$ cat config.mk
export PLATFORM = sky130hd
export DESIGN_NAME = round_robin_arb_tree_flat
export DESIGN_NICKNAME = d
export VERILOG_FILES = /design/src/rtl/round_robin_arb_tree_if.sv /design/src/rtl/round_robin_arb_tree.sv /design/src/flat_wrapper.sv
export SDC_FILE = /design/constraint.sdc
export NUM_CORES = 1
export LEC_CHECK = 0
export CAP_MARGIN = 5
export CORE_UTILIZATION = 24
export DETAILED_ROUTE_END_ITERATION = 16
export PLACE_DENSITY = 0.79
export SLEW_MARGIN = 15
export SYNTH_ARGS = -nofsm -noshare
export SYNTH_HDL_FRONTEND = slang
export SYNTH_SLANG_ARGS = --single-unit
$ cat constraint.sdc
create_clock -name clk_i -period 2.4 [get_ports clk_i]
set_clock_uncertainty 0.1 [all_clocks]
set_input_delay 0.36 -clock clk_i [delete_from_list [all_inputs] [get_ports clk_i]]
set_output_delay 0.36 -clock clk_i [all_outputs]
set_load 0.01 [all_outputs]
$ cat src/rtl/round_robin_arb_tree_if.sv
// Valid/ready bundle for the per-bank round-robin arbiter: NumIn request
// streams on the input side, one merged stream plus its source index on the
// output side. The arbiter connects through the slave modport; the side that
// feeds requests and accepts the merged stream uses the master modport.
interface round_robin_arb_tree_if #(
    parameter int NumIn     = 4,
    parameter int DataWidth = 32,
    parameter int IdxWidth  = (NumIn > 1) ? $clog2(NumIn) : 1
);
    // Request side
    logic [NumIn-1:0]                req_i;
    logic [NumIn-1:0]                gnt_o;
    logic [NumIn-1:0][DataWidth-1:0] data_i;

    // Merged output side
    logic                            req_o;
    logic                            gnt_i;
    logic [DataWidth-1:0]            data_o;
    logic [IdxWidth-1:0]             idx_o;

    modport slave (
        input  req_i, data_i, gnt_i,
        output gnt_o, req_o, data_o, idx_o
    );

    modport master (
        output req_i, data_i, gnt_i,
        input  gnt_o, req_o, data_o, idx_o
    );
endinterface

$ cat src/rtl/round_robin_arb_tree.sv
// Round-robin arbiter with payload multiplexing. Merges NumIn valid/ready
// streams onto one output, with an internal or external priority pointer,
// optional lock-in of a stalled decision and reporting of the winning index
// so responses can be routed back.
module round_robin_arb_tree #(
    parameter int NumIn     = 4,
    parameter int DataWidth = 32,
    parameter bit ExtPrio   = 1'b0,
    parameter bit AxiVldRdy = 1'b1,
    parameter bit LockIn    = 1'b1,
    parameter int IdxWidth  = (NumIn > 1) ? $clog2(NumIn) : 1
) (
    input  logic                    clk_i,
    input  logic                    rst_ni,
    input  logic                    flush_i,
    input  logic [IdxWidth-1:0]     rr_i,
    round_robin_arb_tree_if.slave   bus
);

    if (NumIn == 1) begin : g_pass
        // A single input needs no arbitration and no state.
        logic unused_pass;
        assign unused_pass     = ^{clk_i, rst_ni, flush_i, rr_i};
        assign bus.req_o       = bus.req_i[0];
        assign bus.gnt_o[0]    = bus.gnt_i;
        assign bus.data_o      = bus.data_i[0];
        assign bus.idx_o       = '0;
    end else begin : g_arb
        logic [IdxWidth-1:0]  rr_q, rr_d;
        logic                 lock_q, lock_d;
        logic [IdxWidth-1:0]  lock_idx_q, lock_idx_d;

        logic [IdxWidth-1:0]  sel_idx;
        logic [IdxWidth-1:0]  idx;
        logic                 req_out;
        logic                 hs;
        logic [NumIn-1:0]     gnt_out;
        logic [DataWidth-1:0] data_out;

        // Cyclic first-requester search starting at the (clamped) pointer.
        always_comb begin
            int   ptr;
            int   cand;
            logic found;
            // NOTE: every variable written here gets a value before any
            // conditional path, so no latch can be inferred.
            ptr     = ExtPrio ? int'(rr_i) : int'(rr_q);
            if (ptr > NumIn - 1) ptr = NumIn - 1;
            found   = 1'b0;
            cand    = 0;
            sel_idx = IdxWidth'(ptr);
            for (int off = 0; off < NumIn; off++) begin
                cand = ptr + off;
                if (cand >= NumIn) cand = cand - NumIn;
                for (int i = 0; i < NumIn; i++) begin
                    if (!found && (i == cand) && bus.req_i[i]) begin
                        found   = 1'b1;
                        sel_idx = IdxWidth'(i);
                    end
                end
            end
        end

        // Apply a held decision, then mux payload and steer the grant.
        always_comb begin
            idx     = sel_idx;
            req_out = |bus.req_i;
            if (LockIn && lock_q) begin
                idx     = lock_idx_q;
                req_out = 1'b0;
                for (int i = 0; i < NumIn; i++) begin
                    if (IdxWidth'(i) == lock_idx_q) req_out = bus.req_i[i];
                end
            end
            data_out = '0;
            gnt_out  = '0;
            for (int i = 0; i < NumIn; i++) begin
                if (IdxWidth'(i) == idx) begin
                    data_out   = bus.data_i[i];
                    gnt_out[i] = AxiVldRdy ? (bus.gnt_i & req_out) : bus.gnt_i;
                end
            end
        end

        assign hs = req_out & bus.gnt_i;

        // Next pointer and lock: flush wins, then handshake, then lock-set.
        always_comb begin
            rr_d       = rr_q;
            lock_d     = lock_q;
            lock_idx_d = lock_idx_q;
            if (flush_i) begin
                rr_d       = '0;
                lock_d     = 1'b0;
                lock_idx_d = '0;
            end else begin
                if (hs) begin
                    rr_d = (int'(idx) == NumIn - 1) ? '0 : idx + 1'b1;
                end
                if (LockIn) begin
                    if (hs) begin
                        lock_d = 1'b0;
                    end else if (req_out && !bus.gnt_i) begin
                        lock_d     = 1'b1;
                        lock_idx_d = idx;
                    end
                end
            end
        end

        // Arbitration state; reset discards any pending lock.
        always_ff @(posedge clk_i or negedge rst_ni) begin
            if (!rst_ni) begin
                rr_q       <= '0;
                lock_q     <= 1'b0;
                lock_idx_q <= '0;
            end else begin
                // NOTE: non-blocking so every flop samples pre-edge values.
                rr_q       <= rr_d;
                lock_q     <= lock_d;
                lock_idx_q <= lock_idx_d;
            end
        end

        assign bus.req_o  = req_out;
        assign bus.gnt_o  = gnt_out;
        assign bus.data_o = data_out;
        assign bus.idx_o  = idx;
    end

endmodule

$ cat src/flat_wrapper.sv
// flat-port wrapper written by rule: the top's interface ports become plain ports
module round_robin_arb_tree_flat 
#(
    parameter int NumIn     = 4,
    parameter int DataWidth = 32,
    parameter bit ExtPrio   = 1'b0,
    parameter bit AxiVldRdy = 1'b1,
    parameter bit LockIn    = 1'b1,
    parameter int IdxWidth  = (NumIn > 1) ? $clog2(NumIn) : 1
)
  (clk_i, rst_ni, flush_i, rr_i, bus_req_i, bus_data_i, bus_gnt_i, bus_gnt_o, bus_req_o, bus_data_o, bus_idx_o);
  round_robin_arb_tree_if #(.NumIn(NumIn), .DataWidth(DataWidth), .IdxWidth(IdxWidth)) bus_i ();
  input  logic clk_i;
  input  logic rst_ni;
  input  logic flush_i;
  input  logic [IdxWidth-1:0] rr_i;
  input wire logic [$bits(bus_i.req_i)-1:0] bus_req_i;
  input wire logic [$bits(bus_i.data_i)-1:0] bus_data_i;
  input wire logic [$bits(bus_i.gnt_i)-1:0] bus_gnt_i;
  output wire logic [$bits(bus_i.gnt_o)-1:0] bus_gnt_o;
  output wire logic [$bits(bus_i.req_o)-1:0] bus_req_o;
  output wire logic [$bits(bus_i.data_o)-1:0] bus_data_o;
  output wire logic [$bits(bus_i.idx_o)-1:0] bus_idx_o;
  assign bus_i.req_i = bus_req_i;
  assign bus_i.data_i = bus_data_i;
  assign bus_i.gnt_i = bus_gnt_i;
  assign bus_gnt_o = bus_i.gnt_o;
  assign bus_req_o = bus_i.req_o;
  assign bus_data_o = bus_i.data_o;
  assign bus_idx_o = bus_i.idx_o;
  round_robin_arb_tree #(.NumIn(NumIn), .DataWidth(DataWidth), .ExtPrio(ExtPrio), .AxiVldRdy(AxiVldRdy), .LockIn(LockIn), .IdxWidth(IdxWidth)) u_core (.clk_i(clk_i), .rst_ni(rst_ni), .flush_i(flush_i), .rr_i(rr_i), .bus(bus_i));
endmodule
==> flow_summary.ini, run 1 <==
[run_status]
outcome = finished with violations
violations = negative setup slack

[clock_network]
cts_made_buffers = 3
cts.clk_slew.worst_paths_ns = 0.03
cts.sinks = 5
insertion_delay_ns = 0.22
clk_path_buf_depth = 2
holdBufCountCts = 0
tritoncts = yes
cts-root-buf = clkbuf_8
cts_max_level = 1

[setup_path]
max_stage_delay_ns = 0.44
required_ns = 1.94
end_kind = output port
slowest_stage = dfrtp_2
path_delay_family = compound AO/OA/AOI/OAI gates
cp-start-kind = flip-flop
worstSetupPathType = reg -> out
cp.arrival_ns = 2.58
critPathMaxFanout = 7
worstPathCellList = mux2i_1 > a21oi_1 > o21ai_1 > o211a_1 > or2_4 > ha_4 > nor2b_4 > buf_12 > buf_16 > a22oi_2 > nor2_1 > a21oi_2 > o21ai_2 > buf_2
worst-path-buf-inv = 3

[layout]
drive_gt1_share_pct = 44.8
antennaDiodeCount = 0
stdcell_count = 503
final_cell_area_um2 = 3970
fin_nets = 574
syn2layout_area_growth_pct = 182

[synth]
ys_ff_latch = 5
syn_nets = 381
yosysWarnings = 0
syn-cell-area_um2 = 1410
yosysUniqueCellTypes = 33
synth_seq_area_share_pct = 8.88
syn_inst = 239
syn_area_per_cell_um2 = 5.89

[grt]
grt_pass1_vias = 2570
track_usage_pct = 26.1
grt_start_max_net_pins = 29
antenna_found_initial = 0
grt_pass1_wl_um = 12700
gr-total-overflow = 0

[place]
post_dp_cell_area_um2 = 3630
port_buffers = 174
dp_slack_ns = -1.26
routabilityCongestion = 0.838
dp_hpwl_um = 6080
dp_cells = 493

[die]
die_y_um = 78.6
io-pin-count = 177
die_area_um2 = 6180
die_w_um = 78.6
rows = 27
core-area_um2 = 5570
start_util_pct = 25.3

[hold_path]
min_path_type = in -> async

[pwr]
cellPowerDensity_nw_per_um2 = 503
p_leak_nw = 1.55
vdd_drop_max_mv = 0.504

[sta]
finalMaxSlewViolations = 0
relSlewSlack_pct = 82.0
clock.fmax_mhz = 329
rsz0062_at_grt = true
finalWorstSetupSlack_ns = -0.640
whs_ns = 0.251
period_share_pct = 127
finalCriticalPeriod_ns = 3.04
tightest_slew_ns = 0.262
hold_viol_final = 0
finalSetupViolCount = 37

[routing]
wirelength_um = 8560
vias_per_cell = 5.16
via_count = 2595
drt_drc_violations_left = 0
routedWlPerCell_um = 17.0
drt_iter0_markers = 55
drt_first_pass_iters = 4
ant_nets = 0

[run]
drv_cap = 0
[cell usage in the layout, fill, tap and decap left out, types with 2 or more instances in the layout]
cell               n
nand2_1           33
a22oi_2           31
mux2i_1            4
and2_2             2
buf_8              2
clkdlybuf4s50_1  131
nor2b_1            3
nor2_1            31
buf_6              8
a21oi_2           29
o21ai_2           32
dlygate4sd2_1      5
nand3b_1           2
dfrtp_1            4
buf_4             19
and2_4             2
buf_16             2
a21oi_1            8
clkbuf_8           3
ha_4               4
nor2b_4            2
nor2_2             7
buf_12             7
buf_2             33
[state kept, by name, summed over array words and instances (netlist names)]
| signal | count |
|---|---|
| u_core.g_arb.lock_q | 1 |
| u_core.g_arb.lock_idx_q | 2 |
| u_core.g_arb.rr_q | 2 |
[synthesized netlist by cell type (all sizes together)]
master | instances | share of area [%]
a211oi | 1 | 0.53
a21boi | 1 | 0.53
a21oi | 37 | 13
a22oi | 31 | 17
a311o | 1 | 0.71
a41oi | 1 | 0.62
and2 | 4 | 2.1
and2b | 1 | 0.53
and3 | 2 | 0.98
buf | 2 | 0.53
clkbuf | 19 | 5.1
dfrtp | 5 | 8.9
ha | 4 | 3.6
inv | 2 | 0.53
mux2i | 4 | 2.8
nand2 | 33 | 8.8
nand3b | 2 | 1.1
nor2 | 39 | 10
nor2b | 5 | 2.2
nor3 | 1 | 0.35
nor3b | 2 | 1.9
o211a | 1 | 0.71
o21a | 1 | 0.53
o21ai | 33 | 12
o22ai | 1 | 0.44
o2bb2ai | 1 | 2.0
o41ai | 1 | 0.62
or2 | 1 | 0.44
or3 | 2 | 0.98
or4 | 1 | 0.80
[final cells by class]
class / count / area (µm²)
Tap cell: 72 / 90.1
Sequential cell: 5 / 126
Timing Repair Buffer: 209 / 2020
Fill cell: 439 / 1610
Inverter: 2 / 7.51
Clock buffer: 4 / 45.0
Multi-Input combinational cell: 211 / 1680
[power breakdown]
group,switching [mW],total [mW],internal [mW]
Sequential,0.00904,0.104,0.0949
Combinational,0.835,1.74,0.904
Clock,0.0399,0.154,0.114
[metrics by stage]
| stage | total power [mW] | utilization [%] | TNS [ns] |
|---|---|---|---|
| 2_1_floorplan | 0.874 | - | -3.17 |
| 3_3_place_gp | 1.65 | 65.1 | -39.83 |
| 3_5_place_dp | 1.67 | 65.1 | -43.03 |
| 4_1_cts | 1.93 | 69.5 | -18.62 |
| 5_1_grt | 2.14 | 71.2 | -23.70 |
| 6_report | 2.00 | 71.2 | -18.29 |
[final timing paths]
| kind | startpoint | endpoint | slack [ns] | cells after the start |
|---|---|---|---|---|
| worst max-delay path | u_core.g_arb.rr_q[1] | bus_data_o[21] | -0.64 | 14 |
| worst min-delay path | rst_ni | u_core.g_arb.lock_idx_q[1] | 0.25 | 1 |
| worst max register to register | u_core.g_arb.rr_q[1] | u_core.g_arb.rr_q[0] | -0.03 | 12 |
| worst min register to register | u_core.g_arb.lock_idx_q[0] | u_core.g_arb.lock_idx_q[0] | 0.53 | 3 |
| max in group asynchronous | rst_ni | u_core.g_arb.rr_q[1] | 1.76 | 1 |
| min in group clk_i | u_core.g_arb.lock_idx_q[0] | u_core.g_arb.lock_idx_q[0] | 0.53 | 3 |
[cell families (layout without fill, tap and decap cells)]
family                   after synthesis  after routing  share of synthesized area, %
flip-flops                             5              5                          8.88
multiplexers                           4              4                          2.84
AO/OA/AOI/OAI                        110            110                          48.0
AND/OR/NAND/NOR                       93             93                          30.6
adder cells (fa/ha/maj)                4              4                          3.55
buffers and inverters                 23            215                          6.13
[layer usage]
layer	part of all wire (%)	GRT usage [%]
met1	38	29.0
met2	51	48.0
met3	8.6	5.93
met4	2.1	8.89
met5	0	0
[timing repair]
item	CTS	global route
pin swaps	16	24
cloned	4	0
resized for setup	200	45
hold endpoints to repair	0	0
buffers inserted	6	1
setup endpoints to repair	41	38
Note: power is estimated with default switching activity, not from simulation.
==> inputs of run 2 (changes only) <==
--- a/config.mk
+++ b/config.mk
@@ -6,10 +6,13 @@
 export NUM_CORES = 1
 export LEC_CHECK = 0
 export CAP_MARGIN = 5
-export CORE_UTILIZATION = 24
+export CORE_AREA = 2 2 68 70
 export DETAILED_ROUTE_END_ITERATION = 16
-export PLACE_DENSITY = 0.79
+export DIE_AREA = 0 0 70 72
+export DONT_BUFFER_PORTS = 1
+export GPL_TIMING_DRIVEN = 0
 export SLEW_MARGIN = 15
 export SYNTH_ARGS = -nofsm -noshare
 export SYNTH_HDL_FRONTEND = slang
 export SYNTH_SLANG_ARGS = --single-unit
+export TNS_END_PERCENT = 1
==> flow_summary.ini, run 2 (synthesized netlist as in run 1, its figures left out) <==
[die]
die_y_um = 72
rows = 24
core-area_um2 = 4260
start_util_pct = 33.0
die_area_um2 = 5040
io-pin-count = 177
die_w_um = 70

[setup_path]
worstSetupPathType = reg -> out
end_kind = output port
worstPathCellList = nor2b_4 > o21a_1 > o21ai_1 > o211a_1 > or2_4 > ha_4 > nor2b_4 > buf_4 > clkbuf_16 > a22oi_1 > nor2_1 > a21oi_2 > o21ai_2
required_ns = 1.94
cp.arrival_ns = 2.49
path_delay_family = compound AO/OA/AOI/OAI gates
slowest_stage = dfrtp_2
cp-start-kind = flip-flop
cp_common_cell = nor2b_4
max_stage_delay_ns = 0.42
critPathMaxFanout = 5
worst-path-buf-inv = 2

[clock_network]
cts_made_buffers = 3
clk_path_buf_depth = 2
cts-root-buf = clkbuf_8
cts.sinks = 5
insertion_delay_ns = 0.22
cts_max_level = 1
cts.clk_slew.worst_paths_ns = 0.04
tritoncts = yes

[layout]
drive_gt1_share_pct = 38.6
final-seq-area_um2 = 128
top_regs = u_core.g_arb.lock_idx_q (2), u_core.g_arb.rr_q (2), u_core.g_arb.lock_q (1)
antennaDiodeCount = 0
multi_input_area_um2 = 1440
fin_nets = 397
syn2layout_area_growth_pct = 40.7
layout_common_cells = 35 x nor2_1, 33 x nand2_1, 32 x o21ai_2
num-fill-cells = 461
final_common_cell = nor2_1
final_cell_area_um2 = 1980

[grt]
track_usage_pct = 19.9
antenna_found_initial = 0
grt_start_max_net_pins = 11
gr-total-overflow = 0
grt_pass1_vias = 1702
grt_pass1_wl_um = 8420

[run]
drv_cap = 0

[run_status]
outcome = finished with violations
violations = negative setup slack

[routing]
vias_per_cell = 6.09
drt_iter0_markers = 58
via_count = 1863
wirelength_um = 5780
routedWlPerCell_um = 18.9
drt_first_pass_iters = 4
drt_drc_violations_left = 0
ant_nets = 0

[sta]
clock.fmax_mhz = 339
finalMaxSlewViolations = 0
tightest_slew_ns = 0.487
finalSetupViolCount = 34
fin_tns_setup_ns = -16.26
period_share_pct = 123
relSlewSlack_pct = 67.5
finalWorstSetupSlack_ns = -0.554
hold_viol_final = 0
finalCriticalPeriod_ns = 2.95
rsz0062_at_grt = true

[pwr]
p_comb_share_pct = 80.2
vdd_drop_max_mv = 0.403
p_int_mw = 0.654
clkPwrFrac_pct = 11.6
seqPwrFrac_pct = 8.3
p_leak_nw = 0.758
netSwitchingFraction_pct = 51.0
cellPowerDensity_nw_per_um2 = 674
power_switching_mw = 0.681

[place]
routabilityCongestion = 0.829
dp_hpwl_um = 4500
post_dp_cell_area_um2 = 1670
port_buffers = 0
dp_slack_ns = -0.449

[hold_path]
min_path_type = in -> reg
-- run 2: changes by cell type in the layout (fill, tap and decap cells not counted), moves of 5 or more --
cell,delta
a21oi_1,+22
a21oi_2,-24
a22oi_1,+28
a22oi_2,-28
buf_12,-7
buf_2,-31
buf_4,-9
clkbuf_2,+5
clkdlybuf4s50_1,-131
dlygate4sd2_1,-5
-- run 2: per-layer routing --
layer	part of all wire, %	routed length, µm	vias up	global-route usage, %
met5	0	0	-	0
met4	0.45	26	0	2.35
met3	7.8	449	2	4.31
met2	52	3020	101	34.8
met1	39	2280	857	26.2
li1	-	-	903	-
-- run 2: what timing repair did --
item	4_1_cts	5_1_grt
setup buffers	3	6
gates resized for setup	21	41
pin swaps	6	14
hold buffers	1	0
endpoints found under the hold margin	5	0
setup endpoints to repair	37	37
cloned	1	1
-- run 2: final timing paths --
check	startpoint	to	slack, ns	depth (start not counted)
min in group asynchronous	rst_ni	u_core.g_arb.lock_idx_q[0]	0.33	1
max in group asynchronous	rst_ni	u_core.g_arb.rr_q[0]	1.65	1
worst max-delay path	u_core.g_arb.rr_q[0]	bus_data_o[12]	-0.55	13
worst min-delay path	flush_i	u_core.g_arb.rr_q[1]	0.1	1
worst max register to register	u_core.g_arb.rr_q[1]	u_core.g_arb.rr_q[0]	0.12	10
worst min register to register	u_core.g_arb.lock_idx_q[1]	u_core.g_arb.lock_idx_q[1]	0.46	2
-- run 2: layout make-up --
cell class | instances | area share (%)
multi-input combinational | 211 | 72.7
buffer | 20 | 9.03
sequential | 5 | 6.44
timing repair buffer | 12 | 5.93
tap | 52 | 3.28
clock buffer | 4 | 2.27
inverter | 2 | 0.379
-- run 2: per-stage QoR --
stage	util, %	std cells	power (mW)	hold WS, ns
after detailed placement	39.1	291	1.01	-0.0354
after CTS	42.6	300	1.23	0.0980
final	46.5	306	1.34	0.0992
after global placement	39.1	291	1.00	-0.0354
after global routing	46.5	306	1.45	0.0993
after floorplan	-	239	0.858	-0.0356
-- run 2: power by group through the flow --
stage | clock network [mW] | registers (mW) | logic (mW)
6_report | 0.155 | 0.110 | 1.07
3_3_place_gp | 0 | 0.110 | 0.890
5_1_grt | 0.165 | 0.112 | 1.17
3_5_place_dp | 0 | 0.111 | 0.896
4_1_cts | 0.158 | 0.111 | 0.958
2_1_floorplan | 0 | 0.106 | 0.751
==> inputs of run 3 (changes only) <==
--- a/config.mk
+++ b/config.mk
@@ -11,7 +11,7 @@
 export DIE_AREA = 0 0 70 72
 export DONT_BUFFER_PORTS = 1
 export GPL_TIMING_DRIVEN = 0
-export SLEW_MARGIN = 15
+export SLEW_MARGIN = 40
 export SYNTH_ARGS = -nofsm -noshare
 export SYNTH_HDL_FRONTEND = slang
 export SYNTH_SLANG_ARGS = --single-unit
==> results of run 3 <==
Final layout, timing and power as in run 2 (identical DEF).
